File: src/rtl/ysyx_22041211_pkg.sv
// Shared helpers for the ysyx_22041211 core: ceiling log2 and the
// channel-index width rule used by the arbitration blocks.
package ysyx_22041211_pkg;

  function automatic int unsigned clog2(input int unsigned n);
    int unsigned r;
    r = 0;
    for (int unsigned v = n - 1; v > 0; v = v >> 1) r++;
    return r;
  endfunction

  // Index width never collapses to zero bits, even for a single channel.
  function automatic int unsigned ch_w(input int unsigned n);
    return (clog2(n) < 1) ? 1 : clog2(n);
  endfunction

endpackage

File: src/rtl/ysyx_22041211_rr_pick.sv
// Combinational channel picker: round-robin search starting after base_i,
// or fixed priority (lowest index) when mode_i is low.
module ysyx_22041211_rr_pick
  import ysyx_22041211_pkg::*;
#(
  parameter  int unsigned CH_NUM = 2,
  localparam int unsigned CH_W   = ch_w(CH_NUM)
) (
  input  logic [CH_NUM-1:0] req_i,
  input  logic [CH_W-1:0]   base_i,
  input  logic              mode_i,
  output logic [CH_W-1:0]   grant_o,
  output logic              any_req_o
);

  always_comb begin
    logic              found;
    int unsigned       idx;
    logic [CH_NUM-1:0] req_sh;
    found   = 1'b0;
    idx     = 0;
    req_sh  = '0;
    grant_o = '0;
    for (int unsigned i = 0; i < CH_NUM; i++) begin
      idx    = mode_i ? ((32'(base_i) + 1 + i) % CH_NUM) : i;
      req_sh = req_i >> idx;
      if (!found && req_sh[0]) begin
        found   = 1'b1;
        grant_o = CH_W'(idx);
      end
    end
    any_req_o = |req_i;
  end

endmodule

File: src/rtl/ysyx_22041211_arb_mux.sv
// N-channel arbitrated selector with a one-entry registered output.
// Holds the winning payload until the downstream stage accepts it.
module ysyx_22041211_arb_mux
  import ysyx_22041211_pkg::*;
#(
  parameter  int unsigned DATA_LEN = 32,
  parameter  int unsigned CH_NUM   = 2,
  parameter  bit          RR_MODE  = 1'b1,
  localparam int unsigned CH_W     = ch_w(CH_NUM)
) (
  input  logic                       clk,
  input  logic                       rst_n,
  input  logic                       flush,
  input  logic [CH_NUM-1:0]          in_valid,
  input  logic [CH_NUM*DATA_LEN-1:0] in_data,
  output logic [CH_NUM-1:0]          in_ready,
  output logic                       out_valid,
  output logic [DATA_LEN-1:0]        out_data,
  output logic [CH_W-1:0]            out_ch,
  input  logic                       out_ready
);

  logic                out_valid_q, out_valid_d;
  logic [DATA_LEN-1:0] out_data_q,  out_data_d;
  logic [CH_W-1:0]     out_ch_q,    out_ch_d;
  logic [CH_W-1:0]     ptr_q,       ptr_d;
  logic [CH_W-1:0]     grant;
  logic                any_req;
  logic                can_load;
  logic                load;
  logic [DATA_LEN-1:0] sel_data;

  ysyx_22041211_rr_pick #(
    .CH_NUM (CH_NUM)
  ) u_pick (
    .req_i     (in_valid),
    .base_i    (ptr_q),
    .mode_i    (RR_MODE),
    .grant_o   (grant),
    .any_req_o (any_req)
  );

  assign can_load = !flush && (!out_valid_q || out_ready);
  assign load     = can_load && any_req;
  assign sel_data = DATA_LEN'(in_data >> (32'(grant) * DATA_LEN));

  // rst_n gates the grant so no producer sees a handshake while in reset.
  always_comb begin
    in_ready = '0;
    for (int unsigned i = 0; i < CH_NUM; i++) begin
      in_ready[i] = load && rst_n && (grant == CH_W'(i));
    end
  end

  always_comb begin
    out_valid_d = out_valid_q;
    out_data_d  = out_data_q;
    out_ch_d    = out_ch_q;
    ptr_d       = ptr_q;
    if (flush) begin
      out_valid_d = 1'b0;
    end else if (load) begin
      out_valid_d = 1'b1;
      out_data_d  = sel_data;
      out_ch_d    = grant;
      if (RR_MODE) ptr_d = grant;
    end else if (out_ready) begin
      out_valid_d = 1'b0;
    end
  end

  always_ff @(posedge clk or negedge rst_n) begin
    if (!rst_n) begin
      out_valid_q <= 1'b0;
      out_data_q  <= '0;
      out_ch_q    <= '0;
      ptr_q       <= CH_W'(CH_NUM - 1);
    end else begin
      out_valid_q <= out_valid_d;
      out_data_q  <= out_data_d;
      out_ch_q    <= out_ch_d;
      ptr_q       <= ptr_d;
    end
  end

  assign out_valid = out_valid_q;
  assign out_data  = out_data_q;
  assign out_ch    = out_ch_q;

endmodule

File: config.mk
export PLATFORM = sky130hd
export DESIGN_NAME = ysyx_22041211_arb_mux
export DESIGN_NICKNAME = d
export VERILOG_FILES = /design/src/rtl/ysyx_22041211_pkg.sv /design/src/rtl/ysyx_22041211_rr_pick.sv /design/src/rtl/ysyx_22041211_arb_mux.sv
export SDC_FILE = /design/constraint.sdc
export NUM_CORES = 1
export LEC_CHECK = 0
export ABC_CLOCK_PERIOD_IN_PS = 2300
export CAP_MARGIN = 15
export CORE_AREA = 2 2 72 74
export DETAILED_ROUTE_END_ITERATION = 7
export DIE_AREA = 0 0 74 76
export GPL_ROUTABILITY_DRIVEN = 0
export HOLD_SLACK_MARGIN = 0.06
export PLACE_DENSITY = 0.84
export SLEW_MARGIN = 25
export SYNTH_ARGS = -nofsm -noshare
export SYNTH_HDL_FRONTEND = slang
export SYNTH_SLANG_ARGS = --single-unit
File: constraint.sdc
create_clock -name clk -period 2.3 [get_ports clk]
set_input_delay 0.575 -clock clk [delete_from_list [all_inputs] [get_ports clk]]
set_output_delay 0.575 -clock clk [all_outputs]
set_load 0.05 [all_outputs]
# --- Yosys cells after proc, flatten, opt, wreduce, memory -nomap -nowiden ---
# Index checks and enable logic that the tools add are counted.
word_totals:
  input_bits: 70
  register_bits: 35
  out_inout_bits: 36
classes:
  bitwise: 2
  muxes: 6
  shifts: 3
  reduce_logical: 13
  addsub: 2
ops:
  columns: ["operator", "n"]
  rows:
  - ["$shr A64 B6 Y32", 1]
  - ["$logic_and A1 B1 Y1", 6]
  - ["$mux W1", 6]
  - ["$shr A2 B1 Y1", 2]
  - ["$logic_not A1 Y1", 3]
  - ["$reduce_bool A3 Y1", 1]
  - ["$add A1 B1 Y1 const B", 2]
  - ["$not A1 Y1", 2]
  - ["$reduce_and A2 Y1", 1]
  - ["$reduce_or A2 Y1", 1]
  - ["$logic_or A1 B1 Y1", 1]

# --- Longest topological paths before layout ---
depth:
  ltp_word: 8
  ltp_mapped: 5

# --- By module ---
# Synthesis repeated with hierarchy kept, for this count alone.
hier_totals:
  cells_unflattened: 119
  hier_area_um2: 2006.9
by_module_without_submodules:
  columns: ["mod", "cells_per_inst", "n_inst", "area_per_inst_um2", "seq_area_each_um2"]
  rows:
  - ["ysyx_22041211_arb_mux", 116, 1, 1986.9, 877.1]
  - ["ysyx_22041211_rr_pick", 3, 1, 20.0, 0.0]

# --- Worst setup path after synthesis ---
# No wires, ideal clock.
synth_path:
  kind: "register to output"
  from: "register out_valid_q (netlist: out_valid)"
  to: "output in_ready[0]"
  t_arrival_ns: 1.820
  setup_slack_ns: -0.095
  path_buffers: 1
  path_stages_with_launch: 5
  path_cell_list: "dfrtp_1 > or2b_4 > nand4b_4 > buf_4 > nor2_1"
synth_via:
  elab_chain_len: 6
synth_lines:
  columns: ["element", "line_no", "rtl"]
  rows:
  - ["from (decl)", "ysyx_22041211_arb_mux.sv:23", "logic out_valid_q, out_valid_d;"]
  - ["from (signal assigned)", "ysyx_22041211_arb_mux.sv:79", "out_valid_q <= out_valid_d;"]
  - ["$logic_not A1 Y1", "ysyx_22041211_arb_mux.sv:43", "assign can_load = !flush && (!out_valid_q || out_ready);"]
  - ["$logic_or A1 B1 Y1", "ysyx_22041211_arb_mux.sv:43", null]
  - ["$logic_and A1 B1 Y1", "ysyx_22041211_arb_mux.sv:43", null]
  - ["$logic_and A1 B1 Y1", "ysyx_22041211_arb_mux.sv:44", "assign load = can_load && any_req;"]
  - ["$logic_and A1 B1 Y1 (2 in a row)", "ysyx_22041211_arb_mux.sv:51", "in_ready[i] = load && rst_n && (grant == CH_W'(i));"]
  - ["to (decl)", "ysyx_22041211_arb_mux.sv:16", "output logic [CH_NUM-1:0] in_ready,"]
# Every way passes these cells.

# --- Worst setup path after layout ---
layout_path:
  from: "input in_valid[0]"
  to: "output in_ready[1]"
layout_via:
  elab_chain_len: 6
layout_lines:
  columns: ["element", "line_no", "rtl"]
  rows:
  - ["from (decl)", "ysyx_22041211_arb_mux.sv:14", "input logic [CH_NUM-1:0] in_valid,"]
  - ["$shr A2 B1 Y1", "ysyx_22041211_rr_pick.sv:26", "req_sh = req_i >> idx;"]
  - ["$mux W1", "ysyx_22041211_rr_pick.sv:27", "if (!found && req_sh[0]) begin"]
  - ["$logic_not A1 Y1", "ysyx_22041211_rr_pick.sv:27", null]
  - ["$logic_and A1 B1 Y1", "ysyx_22041211_rr_pick.sv:27", null]
  - ["$mux W1", "ysyx_22041211_rr_pick.sv:27", null]
  - ["$logic_and A1 B1 Y1 *", "ysyx_22041211_arb_mux.sv:51", null]
# Every way passes the cells marked *; elsewhere a longest branch is shown, timed or not.

==> results.tsv <==
stage	metric	value	unit
outcome	outcome	finished clean	
timing	fin crit share	97.2	%
synthesis	Yosys top cell area share	42.3	%
clocking	cts bufs inserted	5	
global_route	global-route usage over all layers	19.6	%
routing	post-route antenna net violation count	0	
critical_path	CP peak stage delay	0.50	ns
clocking	CTS H-tree depth	2	
floorplanning	Starting Density	40.9	%
cells_and_area	ANT cells	0	
clocking	Sink Count	35	
placed_design	Detailed Place HPWL	3820	um
synthesis	syn_area_per_cell	12.4	sq um
timing	Worst Tran Pin Value	0.650	ns
power_and_ir_drop	Logic pwr share	48.8	%
synthesis	cell count after synthesis	162	
power_and_ir_drop	Static Leak	0.00133	uW
floorplanning	Top Ports	106	
cells_and_area	Layout area overhead	59.9	%
timing	sum of negative setup slack	0	ns
clocking	Hold Buf Count CTS	0	
floorplanning	# rows	26	
synthesis	area leader, netlist	dfrtp_1	
timing	fmax	447	MHz
critical_path	kind of critical path	in2out	
power_and_ir_drop	Net Switching	963	uW
critical_path	Crit Path Max Fanout	3	
worst_hold_path	Hold WC Path Type	in2async	
placed_design	port buffer count	105	
timing	Final Setup Violations	0	
clocking	clock buffer depth	2	
synthesis	top cells by count, synth	dfrtp_1 (34), inv_1 (33), o221a_1 (32)	
routing	drt drc	0	
critical_path	Req. time, crit path	1.73	ns
synthesis	top-count cell post-synth	dfrtp_1	
power_and_ir_drop	VDD IR max	409	uV
global_route	first-pass GRT wire length	8630	um
synthesis	Syn Nets	232	
power_and_ir_drop	Pint	1430	uW
cells_and_area	Fill cells	399	
timing	Worst Skew	0.00316	ns
floorplanning	Placeable Area	4910	sq um
timing	Final Hold Viols	0	
timing	max_slew headroom	56.6	%
floorplanning	die height	76	um
synthesis	register area share after synthesis	43.6	%
global_route	number of global-route vias before repair	1812	
routing	WL/cell	16.2	um
routing	1st-iter DRT viols	80	
routing	DRT Pass-1 Iters	4	
power_and_ir_drop	Reg power frac	33.4	%
critical_path	sequence of cells on the critical path	clkdlybuf4s50_1 > nand2_1 > nand4b_4 > nor2_4 > buf_12	
critical_path	RR Endpoint	out_data[16]	
floorplanning	total die area	5620	sq um
critical_path	Data arrival, critical path	1.66	ns
critical_path	CP max-delay cell	clkdlybuf4s50_1	
critical_path	R2R Path Start	out_valid	
timing	clock period minus worst slack	2.24	ns
synthesis	Post-synth EDFFs	0	
power_and_ir_drop	Clk pwr share	17.8	%
routing	routed vias	1754	
global_route	pin count of the biggest net entering global routing	36	
timing	RSZ-0062 raised after global routing	false	
cells_and_area	share of cells above drive strength 1	21.0	%
clocking	clock root cell	clkbuf_8	
synthesis	Mapped Area	2010	sq um
floorplanning	Die X	74	um
power_and_ir_drop	switching share of power	40.2	%
routing	Via density	5.20	
clocking	post-CTS setup buffer count	0	
power_and_ir_drop	total power	2400	uW
cells_and_area	Final nets	336	
clocking	Worst-path clk slew	0.07	ns
synthesis	ys async rst share	100	%
timing	fin. max-slew vios	0	
clocking	Worst-Skew Late Latency	0.28	ns
critical_path	Reg2Reg Setup Slack	0.76	ns
critical_path	CP endpoint kind	output port	
critical_path	CP startpoint	in_valid[0]	
global_route	antenna violations before repair	0	
critical_path	Startpoint Class	input port	
clocking	CTS tree	yes	
synthesis	Yosys reg bits	35	
synthesis	Synth Flop Type	dfrtp_1	
routing	final WL	5450	um
synthesis	Yosys warning total	0	
critical_path	r2r worst-path depth	4	
power_and_ir_drop	Power Dens Cells	746	nW/um^2
synthesis	Synth cell types	20	
synthesis	top area cells in the synthesized netlist	dfrtp_1 (42%), o31ai_2 (18%), o221a_1 (18%)	
job	maxcap violations	0	
global_route	Remaining Overflow, GRT	0	
## worst max-delay path by stage
stage / endpoint / slack [ns] / cells past startpoint
global route: in_ready[1] / 0.01 / 5
CTS: in_ready[1] / 0.02 / 5
finish: in_ready[1] / 0.06 / 5
floorplan: in_ready[0] / 0.14 / 4
detailed placement: in_ready[0] / 0.02 / 5
global placement: out_ch / -0.13 / 4
## layout make-up
| class | instances | area, sq um | share of cell area [%] |
|---|---|---|---|
| clock inverter | 1 | 5.00 | 0.156 |
| sequential | 35 | 877 | 27.3 |
| tap | 70 | 87.6 | 2.73 |
| timing repair buffer | 114 | 1150 | 35.8 |
| clock buffer | 7 | 76.3 | 2.38 |
| inverter | 33 | 124 | 3.86 |
| multi-input combinational | 77 | 892 | 27.8 |
## per-layer routing
layer / share of wire (%) / routed length [um] / track usage [%]
met5: 0 / 0 / 0
met4: 0.66 / 36 / 3.64
met3: 8.1 / 440 / 5.95
met2: 52 / 2840 / 34.6
met1: 39 / 2130 / 23.1
## logic make-up after synthesis
logic type             share of synthesized area, %
DFF                                            43.6
buffers and inverters                          13.3
and+or+nand+nor                                4.80
AOI/OAI and AO/OA                              38.2
## layout by cell type (no fill, tap or decap), drive strengths merged
cell / instances
clkinv: 1
inv: 33
o221a: 32
nor2: 3
dfrtp: 34
a21oi: 1
clkbuf: 7
nand2: 1
buf: 13
nand2b: 1
o32a: 1
or2b: 1
dfstp: 1
nor3b: 1
clkdlybuf4s50: 100
o31ai: 32
o21a: 1
nor2b: 1
dlymetal6s2s: 1
nand4b: 2
## timing repair
item	CTS	global route
setup endpoints to repair	0	2
hold endpoints to repair	0	0
resized for setup	0	3
## per-stage QoR
stage                     instances  instance area [sq um]  utilization (%)  setup slack [ns]  hold WS, ns
after floorplan                 162                   2010                -             0.137        0.279
after global placement          328                   3090             62.9            -0.132        0.491
after detailed placement        329                   3120             63.5            0.0176        0.502
after CTS                       337                   3200             65.2            0.0186        0.354
after global routing            337                   3210             65.4           0.00977        0.387
final                           337                   3210             65.4            0.0649        0.344
## power by group through the flow
stage,Clock [uW],Sequential (uW),Combinational [uW]
after CTS,439,801,1180
after floorplan,0,1210,338
after global routing,457,815,1240
after global placement,0,805,1150
after detailed placement,0,811,1170
final,427,800,1170
## worst max-delay path: cells and delay by family
| kind | cells | cell delay, ns |
|---|---|---|
| buffers and inverters | 2 | 0.64 |
| and+or+nand+nor | 3 | 0.44 |
## state kept, by name, summed over array words and instances, names as in the netlist
signal / flops
out_data: 32
out_valid: 1
out_ch: 1
ptr_q: 1
No activity file was read; power rests on OpenSTA's default activity.
